===== src/rtl/order_stat_sort_pkg.sv =====
// order_stat_pkg: shared types and helpers for the order-statistics sorter.
//   pixel_t        default-width pixel type (modules re-derive it from their
//                  own DATA_WIDTH parameter)
//   cmp_word_t     wide unsigned word used by the shared compare-exchange
//   cmp_swap(a,b)  returns {min, max}; equal inputs come back unswapped
//   stage_parity   pair offset used by odd-even transposition stage s
package order_stat_pkg;

  localparam int DEF_DATA_WIDTH = 8;
  // Compare width; supports DATA_WIDTH up to 32 bits (zero-extended).
  localparam int CMP_W = 32;

  typedef logic [DEF_DATA_WIDTH-1:0] pixel_t;
  typedef logic [CMP_W-1:0]          cmp_word_t;

  // Unsigned compare-exchange. Swap only when a > b, so equal values keep
  // their order.
  function automatic logic [2*CMP_W-1:0] cmp_swap(input cmp_word_t a,
                                                  input cmp_word_t b);
    if (a > b) return {b, a};
    else       return {a, b};
  endfunction

  // Stage s exchanges pairs (i, i+1) with i = s mod 2.
  function automatic int stage_parity(input int s);
    return s % 2;
  endfunction

endpackage


===== src/rtl/order_stat_sort_if.sv =====
// order_stat_sort_if: window-in / sorted-window-out stream bundle.
//   din_*  : window (element i at [i*DATA_WIDTH +: DATA_WIDTH]), rank select,
//            valid, ready
//   dout_* : selected element, full ascending vector, applied rank, valid,
//            ready
// Handshake (both streams): a transfer happens on a rising clk edge where
// valid & ready are both 1. The producer holds valid and its payload stable
// until that transfer; ready may depend combinationally on the consumer's
// ready.
//   master : environment side (drives din_*, dout_ready)
//   slave  : engine side (drives din_ready, dout_*)
interface order_stat_sort_if #(
  parameter int DATA_WIDTH = 8,
  parameter int WIN_SIZE   = 9,
  parameter int RANK_W     = $clog2(WIN_SIZE)
);
  logic [WIN_SIZE*DATA_WIDTH-1:0] din_data;
  logic [RANK_W-1:0]              din_rank;
  logic                           din_valid;
  logic                           din_ready;
  logic [DATA_WIDTH-1:0]          dout_data;
  logic [WIN_SIZE*DATA_WIDTH-1:0] dout_sorted;
  logic [RANK_W-1:0]              dout_rank;
  logic                           dout_valid;
  logic                           dout_ready;

  modport master (
    output din_data, din_rank, din_valid, dout_ready,
    input  din_ready, dout_data, dout_sorted, dout_rank, dout_valid
  );

  modport slave (
    input  din_data, din_rank, din_valid, dout_ready,
    output din_ready, dout_data, dout_sorted, dout_rank, dout_valid
  );
endinterface


===== src/rtl/order_stat_sort_stage.sv =====
// order_stat_stage: one layer of the odd-even transposition network.
//   clk, arstn       clock, synchronous active-low reset
//   en               load enable (global pipeline advance)
//   in_data/rank/valid  predecessor stage contents
//   q_data/rank/valid   registered result after this layer's exchanges
module order_stat_stage
  import order_stat_pkg::*;
#(
  parameter int DATA_WIDTH = DEF_DATA_WIDTH,
  parameter int WIN_SIZE   = 9,
  parameter int PARITY     = 0,
  parameter int RANK_W     = $clog2(WIN_SIZE)
) (
  input  logic                           clk,
  input  logic                           arstn,
  input  logic                           en,
  input  logic [WIN_SIZE*DATA_WIDTH-1:0] in_data,
  input  logic [RANK_W-1:0]              in_rank,
  input  logic                           in_valid,
  output logic [WIN_SIZE*DATA_WIDTH-1:0] q_data,
  output logic [RANK_W-1:0]              q_rank,
  output logic                           q_valid
);

  typedef logic [DATA_WIDTH-1:0] pix_t;

  logic [WIN_SIZE*DATA_WIDTH-1:0] ex_data;
  pix_t                           elem_a;
  pix_t                           elem_b;
  logic [2*CMP_W-1:0]             pair;

  // Pairs within one layer are disjoint, so every pair reads in_data
  // directly. A swap happened exactly when cmp_swap reordered its inputs.
  always_comb begin
    ex_data = in_data;
    elem_a  = '0;
    elem_b  = '0;
    pair    = '0;
    for (int i = PARITY; i + 1 < WIN_SIZE; i += 2) begin
      elem_a = in_data[i*DATA_WIDTH +: DATA_WIDTH];
      elem_b = in_data[(i+1)*DATA_WIDTH +: DATA_WIDTH];
      pair   = cmp_swap(cmp_word_t'(elem_a), cmp_word_t'(elem_b));
      if (pair != {cmp_word_t'(elem_a), cmp_word_t'(elem_b)}) begin
        ex_data[i*DATA_WIDTH +: DATA_WIDTH]     = elem_b;
        ex_data[(i+1)*DATA_WIDTH +: DATA_WIDTH] = elem_a;
      end
    end
  end

  always_ff @(posedge clk) begin
    if (!arstn) begin
      q_data  <= '0;
      q_rank  <= '0;
      q_valid <= 1'b0;
    end else if (en) begin
      q_data  <= ex_data;
      q_rank  <= in_rank;
      q_valid <= in_valid;
    end
  end

endmodule


===== src/rtl/order_stat_sort.sv =====
// order_stat_sort: pipelined order-statistics engine. Each accepted window
// is fully sorted by WIN_SIZE odd-even transposition stages; the element at
// the window's own (clamped) rank is muxed out of the last stage.
//   clk, arstn  clock, synchronous active-low reset
//   bus         order_stat_sort_if slave: din_* window stream in,
//               dout_* sorted result stream out (with backpressure)
// The whole pipeline advances together (adv = dout_ready | ~dout_valid);
// bubbles are kept, not collapsed.
module order_stat_sort
  import order_stat_pkg::*;
#(
  parameter int DATA_WIDTH = DEF_DATA_WIDTH,
  parameter int WIN_SIZE   = 9,
  parameter int RANK_W     = $clog2(WIN_SIZE)
) (
  input logic               clk,
  input logic               arstn,
  order_stat_sort_if.slave  bus
);

  logic [WIN_SIZE*DATA_WIDTH-1:0] stg_data  [WIN_SIZE];
  logic [RANK_W-1:0]              stg_rank  [WIN_SIZE];
  logic                           stg_valid [WIN_SIZE];
  logic [RANK_W-1:0]              rank_clamped;
  logic                           adv;

  assign adv           = bus.dout_ready | ~stg_valid[WIN_SIZE-1];
  assign bus.din_ready = adv;

  // Out-of-range ranks select the maximum. Compared as int so the limit is
  // correct even when WIN_SIZE is a power of two and does not fit RANK_W.
  always_comb begin
    rank_clamped = bus.din_rank;
    if (int'(bus.din_rank) >= WIN_SIZE) rank_clamped = RANK_W'(WIN_SIZE - 1);
  end

  for (genvar s = 0; s < WIN_SIZE; s++) begin : g_stage
    if (s == 0) begin : g_first
      order_stat_stage #(
        .DATA_WIDTH (DATA_WIDTH),
        .WIN_SIZE   (WIN_SIZE),
        .PARITY     (stage_parity(s)),
        .RANK_W     (RANK_W)
      ) u_stage (
        .clk      (clk),
        .arstn    (arstn),
        .en       (adv),
        .in_data  (bus.din_data),
        .in_rank  (rank_clamped),
        .in_valid (bus.din_valid),
        .q_data   (stg_data[s]),
        .q_rank   (stg_rank[s]),
        .q_valid  (stg_valid[s])
      );
    end else begin : g_next
      order_stat_stage #(
        .DATA_WIDTH (DATA_WIDTH),
        .WIN_SIZE   (WIN_SIZE),
        .PARITY     (stage_parity(s)),
        .RANK_W     (RANK_W)
      ) u_stage (
        .clk      (clk),
        .arstn    (arstn),
        .en       (adv),
        .in_data  (stg_data[s-1]),
        .in_rank  (stg_rank[s-1]),
        .in_valid (stg_valid[s-1]),
        .q_data   (stg_data[s]),
        .q_rank   (stg_rank[s]),
        .q_valid  (stg_valid[s])
      );
    end
  end

  assign bus.dout_sorted = stg_data[WIN_SIZE-1];
  assign bus.dout_rank   = stg_rank[WIN_SIZE-1];
  assign bus.dout_valid  = stg_valid[WIN_SIZE-1];

  // Rank select. The stored rank is already clamped, so exactly one
  // element matches.
  always_comb begin
    bus.dout_data = '0;
    for (int i = 0; i < WIN_SIZE; i++) begin
      if (stg_rank[WIN_SIZE-1] == RANK_W'(i))
        bus.dout_data = stg_data[WIN_SIZE-1][i*DATA_WIDTH +: DATA_WIDTH];
    end
  end

endmodule

===== src/flat_wrapper.sv =====
// flat-port wrapper written by rule: the top's interface ports become plain ports
module order_stat_sort_flat import order_stat_pkg::*;
#(
  parameter int DATA_WIDTH = DEF_DATA_WIDTH,
  parameter int WIN_SIZE   = 9,
  parameter int RANK_W     = $clog2(WIN_SIZE)
)
  (clk, arstn, bus_din_data, bus_din_rank, bus_din_valid, bus_dout_ready, bus_din_ready, bus_dout_data, bus_dout_sorted, bus_dout_rank, bus_dout_valid);
  order_stat_sort_if #(.DATA_WIDTH(DATA_WIDTH), .WIN_SIZE(WIN_SIZE), .RANK_W(RANK_W)) bus_i ();
  input logic clk;
  input logic arstn;
  input wire logic [$bits(bus_i.din_data)-1:0] bus_din_data;
  input wire logic [$bits(bus_i.din_rank)-1:0] bus_din_rank;
  input wire logic [$bits(bus_i.din_valid)-1:0] bus_din_valid;
  input wire logic [$bits(bus_i.dout_ready)-1:0] bus_dout_ready;
  output wire logic [$bits(bus_i.din_ready)-1:0] bus_din_ready;
  output wire logic [$bits(bus_i.dout_data)-1:0] bus_dout_data;
  output wire logic [$bits(bus_i.dout_sorted)-1:0] bus_dout_sorted;
  output wire logic [$bits(bus_i.dout_rank)-1:0] bus_dout_rank;
  output wire logic [$bits(bus_i.dout_valid)-1:0] bus_dout_valid;
  assign bus_i.din_data = bus_din_data;
  assign bus_i.din_rank = bus_din_rank;
  assign bus_i.din_valid = bus_din_valid;
  assign bus_i.dout_ready = bus_dout_ready;
  assign bus_din_ready = bus_i.din_ready;
  assign bus_dout_data = bus_i.dout_data;
  assign bus_dout_sorted = bus_i.dout_sorted;
  assign bus_dout_rank = bus_i.dout_rank;
  assign bus_dout_valid = bus_i.dout_valid;
  order_stat_sort #(.DATA_WIDTH(DATA_WIDTH), .WIN_SIZE(WIN_SIZE), .RANK_W(RANK_W)) u_core (.clk(clk), .arstn(arstn), .bus(bus_i));
endmodule

===== config.mk =====
export PLATFORM = sky130hd
export DESIGN_NAME = order_stat_sort_flat
export DESIGN_NICKNAME = d
export VERILOG_FILES = /design/src/rtl/order_stat_sort_pkg.sv /design/src/rtl/order_stat_sort_if.sv /design/src/rtl/order_stat_sort_stage.sv /design/src/rtl/order_stat_sort.sv /design/src/flat_wrapper.sv
export SDC_FILE = /design/constraint.sdc
export NUM_CORES = 2
export LEC_CHECK = 0
export ABC_CLOCK_PERIOD_IN_PS = 3000
export CORE_ASPECT_RATIO = 0.75
export CORE_UTILIZATION = 67
export DETAILED_ROUTE_END_ITERATION = 10
export GPL_TIMING_DRIVEN = 0
export PLACE_DENSITY_LB_ADDON = 0.3
export SLEW_MARGIN = 20
export SYNTH_ARGS = -nofsm -noshare
export SYNTH_HDL_FRONTEND = slang
export SYNTH_SLANG_ARGS = --single-unit
export TNS_END_PERCENT = 10

===== constraint.sdc =====
create_clock -name clk -period 3 [get_ports clk]
set_input_delay 0.6 -clock clk [delete_from_list [all_inputs] [get_ports clk]]
set_output_delay 0.6 -clock clk [all_outputs]
set_load 0.005 [all_outputs]

Word-level counts from Yosys, hierarchy flattened:

Cells that the tools add are included.

* reduce and logical (&&, ||, !) cells: 1
* bitwise logic cells: 2
* eq/ne operators: 44
* magnitude comparators: 37
* muxes and demuxes: 82

Operator list (count)
* $ne 64x40->1: 36
* $mux 40: 36
* $mux 16: 36
* $gt 8x8->1: 36
* $mux 8: 9
* $eq 4x3->1 const B: 4
* $eq 4x2->1 const B: 2
* $eq 4x1->1 const B: 1
* $eq 4x4->1 const B: 1
* $ge 4x4->1 const B: 1
* $logic_not 4->1: 1
* $mux 4: 1
* $not 1->1: 1
* $or 1x1->1: 1

* output and inout port bits: 86
* word-level logic and storage cells: 193
* input port bits: 80
* register bits: 693

Depth between registers and ports, before layout:

* depth after elaboration: 10
* gate-level depth with buffers: 10
* mapped depth without buffers: 8

By module:

From an unflattened synthesis, not the netlist that was laid out.

* cells, all modules: 5099
* area total of the unflattened synthesis: 45103.3 um^2

Modules (own cells, without submodules)
* order_stat_stage at u_core.g_stage[4].g_next.u_stage ...: times used 3, area each 4820.9 um^2, cells each 542, sequential area each 1541.5 um^2
* order_stat_stage at u_core.g_stage[0].g_first.u_stage ...: times used 2, area each 5207.5 um^2, cells each 559, sequential area each 1541.5 um^2
* order_stat_stage at u_core.g_stage[5].g_next.u_stage ...: times used 2, area each 4739.5 um^2, cells each 542, sequential area each 1541.5 um^2
* order_stat_stage at u_core.g_stage[3].g_next.u_stage: times used 1, area each 5077.4 um^2, cells each 559, sequential area each 1541.5 um^2
* order_stat_stage at u_core.g_stage[1].g_next.u_stage: times used 1, area each 4835.9 um^2, cells each 559, sequential area each 1541.5 um^2
* order_stat_sort: times used 1, area each 833.3 um^2, cells each 153, sequential area each 0.0 um^2

Worst setup path after synthesis:

No wires, ideal clock.

* path type: input-to-reg
* start: in bus_din_data[43]
* end: reg u_core.g_stage[0].g_first.u_stage.q_data[38]
* path buffers: 2
* stages: 10
* setup slack: 0.895 ns
* setup time: 0.133 ns
* required time: 2.867 ns
* data arrival time: 1.972 ns
* path through: inv_1 ha_1 nand2_1 o21bai_1 a211oi_1 o31a_1 buf_6 buf_12 mux2i_1 a21oi_1

* longest elaborated chain between the ends: 4

Ends and longest elaborated chain
* start: declaration: line flat_wrapper.sv:12 `input wire logic [$bits(bus_i.din_data)-1:0] bus_din_data;`
* $gt 8x8->1: line order_stat_sort_pkg.sv:20 `if (a > b) return {b, a};`
* $mux 40: line order_stat_sort_pkg.sv:20
* $ne 64x40->1 (*): line order_stat_sort_stage.sv:43 `if (pair != {cmp_word_t'(elem_a), cmp_word_t'(elem_b)}) begin`
* $mux 16 (*): line order_stat_sort_stage.sv:43
* end signal: assignment: line order_stat_sort_stage.sv:56 `q_data <= ex_data;`
* end: declaration: line order_stat_sort_stage.sv:20 `output logic [WIN_SIZE*DATA_WIDTH-1:0] q_data,`

Every way passes the cells marked *; elsewhere a longest branch is shown, timed or not.
A chain may end at the register's enable or synchronous reset.

Worst setup path after layout:

* start: reg u_core.g_stage[8].g_next.u_stage.q_rank[3]
* end: out bus_dout_data[1]

* longest elaborated chain between the ends: 10
* elaborated cells between the ends (all ways): 18
* those cells by class: eq/ne: 8; mux: 9; reduce/logical: 1

Ends and longest elaborated chain
* start: declaration: line order_stat_sort_stage.sv:21 `output logic [RANK_W-1:0] q_rank,`
* start signal: assignment: line order_stat_sort_stage.sv:57 `q_rank <= in_rank;`
* $logic_not 4->1: line order_stat_sort.sv:84 `if (stg_rank[WIN_SIZE-1] == RANK_W'(i))`
* $mux 8 (8 in series): line order_stat_sort.sv:84
* $mux 8 (*): line order_stat_sort.sv:84
* end: declaration: line flat_wrapper.sv:17 `output wire logic [$bits(bus_i.dout_data)-1:0] bus_dout_data;`

Marked as above.

==> run metrics <==
first-pass GRT wire length ~190 mm; Starting Density 68.0%; sequential power share between 30% and 40%; syn nets between 5k and 6k; Sink Count a little under 700; max_slew headroom roughly a quarter; fraction of the yosys area taken by sequential cells approximately a third; worst-case vdd ir drop just over 0.0005 V; Net Sw Power 8.40 mW; hold slack approximately 460 ps; Setup CP Type reg -> out; GRT Residual Overflow 0; boundary pin count ~170; maxcap violations 0; RSZ-0062 raised after global routing true; crit end category primary output; Synth cell types 46; Sw Share between 30% and 40%; Worst setup SP type flop; Vias 37.1k; Synth Warn # 0; Synth Area per Inst roughly 8.5 um^2; Post-synth EDFFs 0; Rows 77; post-DP HPWL roughly 87 mm; drt first-iter violations between 4k and 5k; First-pass DRT Iterations 8; worst-skew pair later-pin latency 620 ps; Max Clock Skew ~21 ps; fin crit share roughly 100%; Slew Viols, Final 0; Mapped Area around 0.040 mm^2; P&R area growth vs syn 13.1%; Tot GR Track Use a little under two fifths; layout cells sized above 1 about 5.7%; final cell count without fillers 5803; post-route ant nets 0; DRC viols 0; top cells by area, synth dfxtp_1 35%, mux2i_1 11%, a21oi_1 9.6%; vias in the first global route 35.1k; drt total wl 120 mm; largest net degree at the start of global routing 20; CTS root buf clkbuf_16; P_int between 15 and 20 mW; min-delay worst type reg -> reg; CTS H-tree depth 3; Synth area leader dfxtp_1; Finish-stage setup viols 0; Hold Fails Final Rpt 0; CP Max Fanout 8; RD Place Congestion 0.963; Synth async-reset ratio 0%; per-cell routed wire length between 20 and 25 um; ant diodes 0; Via density around 6.4; Synth Register Bits about 690; pin slew with the least headroom to its limit 1150 ps; Required @ worst endpoint 2400 ps; Post-Place Cell Area between 0.04 and 0.05 mm^2; Num CTS Buffers 67; pwr dens between 500 and 600 mW/mm^2; leakage power between 15 and 20 nW; initial antenna violation count 0; fin area 0.0454 mm^2; DIE AREA around 0.06 mm^2; Die Height between 200 and 250 um; Primary FF master, synth dfxtp_1; number of nets in the layout 5331; DP Cell Count 5672; status complete, no violations; Core ar. a little under 0.06 mm^2; Fmax ~0.33 GHz; Clock Path Buffers 3; Die X between 200 and 300 um; crit path DAT 2400 ps; post-synth top area share 34.5%; Comb power frac about a quarter; Period minus WS final around 3000 ps; Reg clk slew, reported paths approximately 60 ps; number of port buffers ~160; Mapped Cells about 4.7k; CTS tree yes; clock network fraction of total power around a third
## critical path: stages, from the launching register on
cell and delay (ps):
dfxtp_4 430, nor3b_4 350, buf_6 180, nand2_1 60
a32oi_2 340, o22ai_1 110, nand2_1 70, dlygate4sd2_1 240
## layer usage
metal	global-route usage, %	wire length (um)	up-vias	share of wire, %
met3	10.1	14500	247	12
met2	54.7	49900	1942	42
li1	-	-	17100	-
met5	0	0	-	0
met4	12.6	3490	0	2.9
met1	55.8	52200	17800	43
## state kept, by name, summed over array words and instances (netlist names)
register / count
u_core.g_stage.g_next.u_stage.q_data: 576
u_core.g_stage.g_first.u_stage.q_data: 72
u_core.g_stage.g_next.u_stage.q_rank: 32
u_core.g_stage.g_next.u_stage.q_valid: 8
u_core.g_stage.g_first.u_stage.q_rank: 4
u_core.g_stage.g_first.u_stage.q_valid: 1
## cell usage after synthesis, types with 3 or more instances
cell and instances:
buf_6 25, buf_12 28, nor4_1 71, xor2_1 288, o211ai_2 11, nor3_1 27, buf_4 8, a32oi_1 7
o31a_2 20, nor2b_1 64, o21ai_0 595, buf_1 7, o31a_1 5, nor2_1 41, ha_1 288, nand2_1 433
buf_2 22, mux2_2 15, o211ai_1 8, a21o_1 16, o221ai_4 3, a21oi_1 769, a211oi_1 58, nand2b_1 4
clkbuf_1 217, o22ai_1 7, a21boi_0 116, o211a_1 8, o21a_1 8, nand4_1 14, dfxtp_1 693, nand3_1 58
o21bai_1 25, mux2i_1 448, a211oi_2 8, nand3b_1 3, inv_1 290
## power by group through the flow
| stage | Sequential, mW | Combinational, mW | Clock (mW) |
|---|---|---|---|
| after CTS | 10.7 | 7.09 | 9.02 |
| after floorplan | 10.5 | 5.86 | 0 |
| final | 10.8 | 7.20 | 9.05 |
| after global routing | 10.8 | 7.81 | 9.40 |
| after global placement | 10.9 | 6.75 | 0 |
| after detailed placement | 10.9 | 6.99 | 0 |
## through the flow
| stage | utilization (%) | setup TNS [ps] | power, mW | worst slack [ps] |
|---|---|---|---|---|
| after floorplan | - | 0 | 16.4 | 895 |
| after global placement | 72.5 | -17990 | 17.6 | -695 |
| after detailed placement | 72.5 | -22140 | 17.9 | -680 |
| after CTS | 76.8 | -321 | 26.8 | -119 |
| after global routing | 76.9 | -49.2 | 28.0 | -35.4 |
| final | 76.9 | 0 | 27.0 | 2.06 |
## layout by cell type (no fill, tap or decap), types with 156 or more instances in the layout
master           instances
nand2_1                426
a21oi_1                768
inv_1                  290
dfxtp_1                689
o21ai_0                589
xor2_1                 288
clkdlybuf4s50_1        156
ha_1                   288
clkbuf_1               228
mux2i_1                448
## kinds of logic after synthesis
kind of cell    share of synthesized area, %
xor+xnor                                6.28
flops                                   34.5
fa+ha+maj                               8.97
compound gates                          23.2
mux                                     11.6
buf+inv                                 7.33
simple gates                            8.08
## cell type report
type,count,area (um^2)
plain buffers,305,1890
multi-input cells,3427,23500
well taps,790,988
clock buffers,103,2090
repair buffers,178,1760
clock inverters,16,238
inverters,291,1090
fillers,4096,13600
flip-flops and latches,693,13900
## worst paths after layout
kind | startpoint | endpoint | slack [ps] | cells after the start
worst max-delay path | u_core.g_stage[8].g_next.u_stage.q_rank[3]$_SDFFE_PN0P_ | bus_dout_data[1] | 2 | 7
worst min-delay path | u_core.g_stage[4].g_next.u_stage.q_data[7]$_SDFFE_PN0P_ | u_core.g_stage[5].g_next.u_stage.q_data[7]$_SDFFE_PN0P_ | 460 | 2
worst max register to register | u_core.g_stage[8].g_next.u_stage.q_valid$_SDFFE_PN0P_ | u_core.g_stage[7].g_next.u_stage.q_data[69]$_SDFFE_PN0P_ | 180 | 6
worst min register to register | u_core.g_stage[4].g_next.u_stage.q_data[7]$_SDFFE_PN0P_ | u_core.g_stage[5].g_next.u_stage.q_data[7]$_SDFFE_PN0P_ | 460 | 2
## repair_timing
item                                   4_1_cts  5_1_grt
setup endpoints to repair                    9        8
resized for setup                           55       11
pin swaps                                   14        6
buffers inserted                             9        5
endpoints found under the hold margin        0        0
hold buffers                                 0        0
No activity file was read; power rests on OpenSTA's default activity.
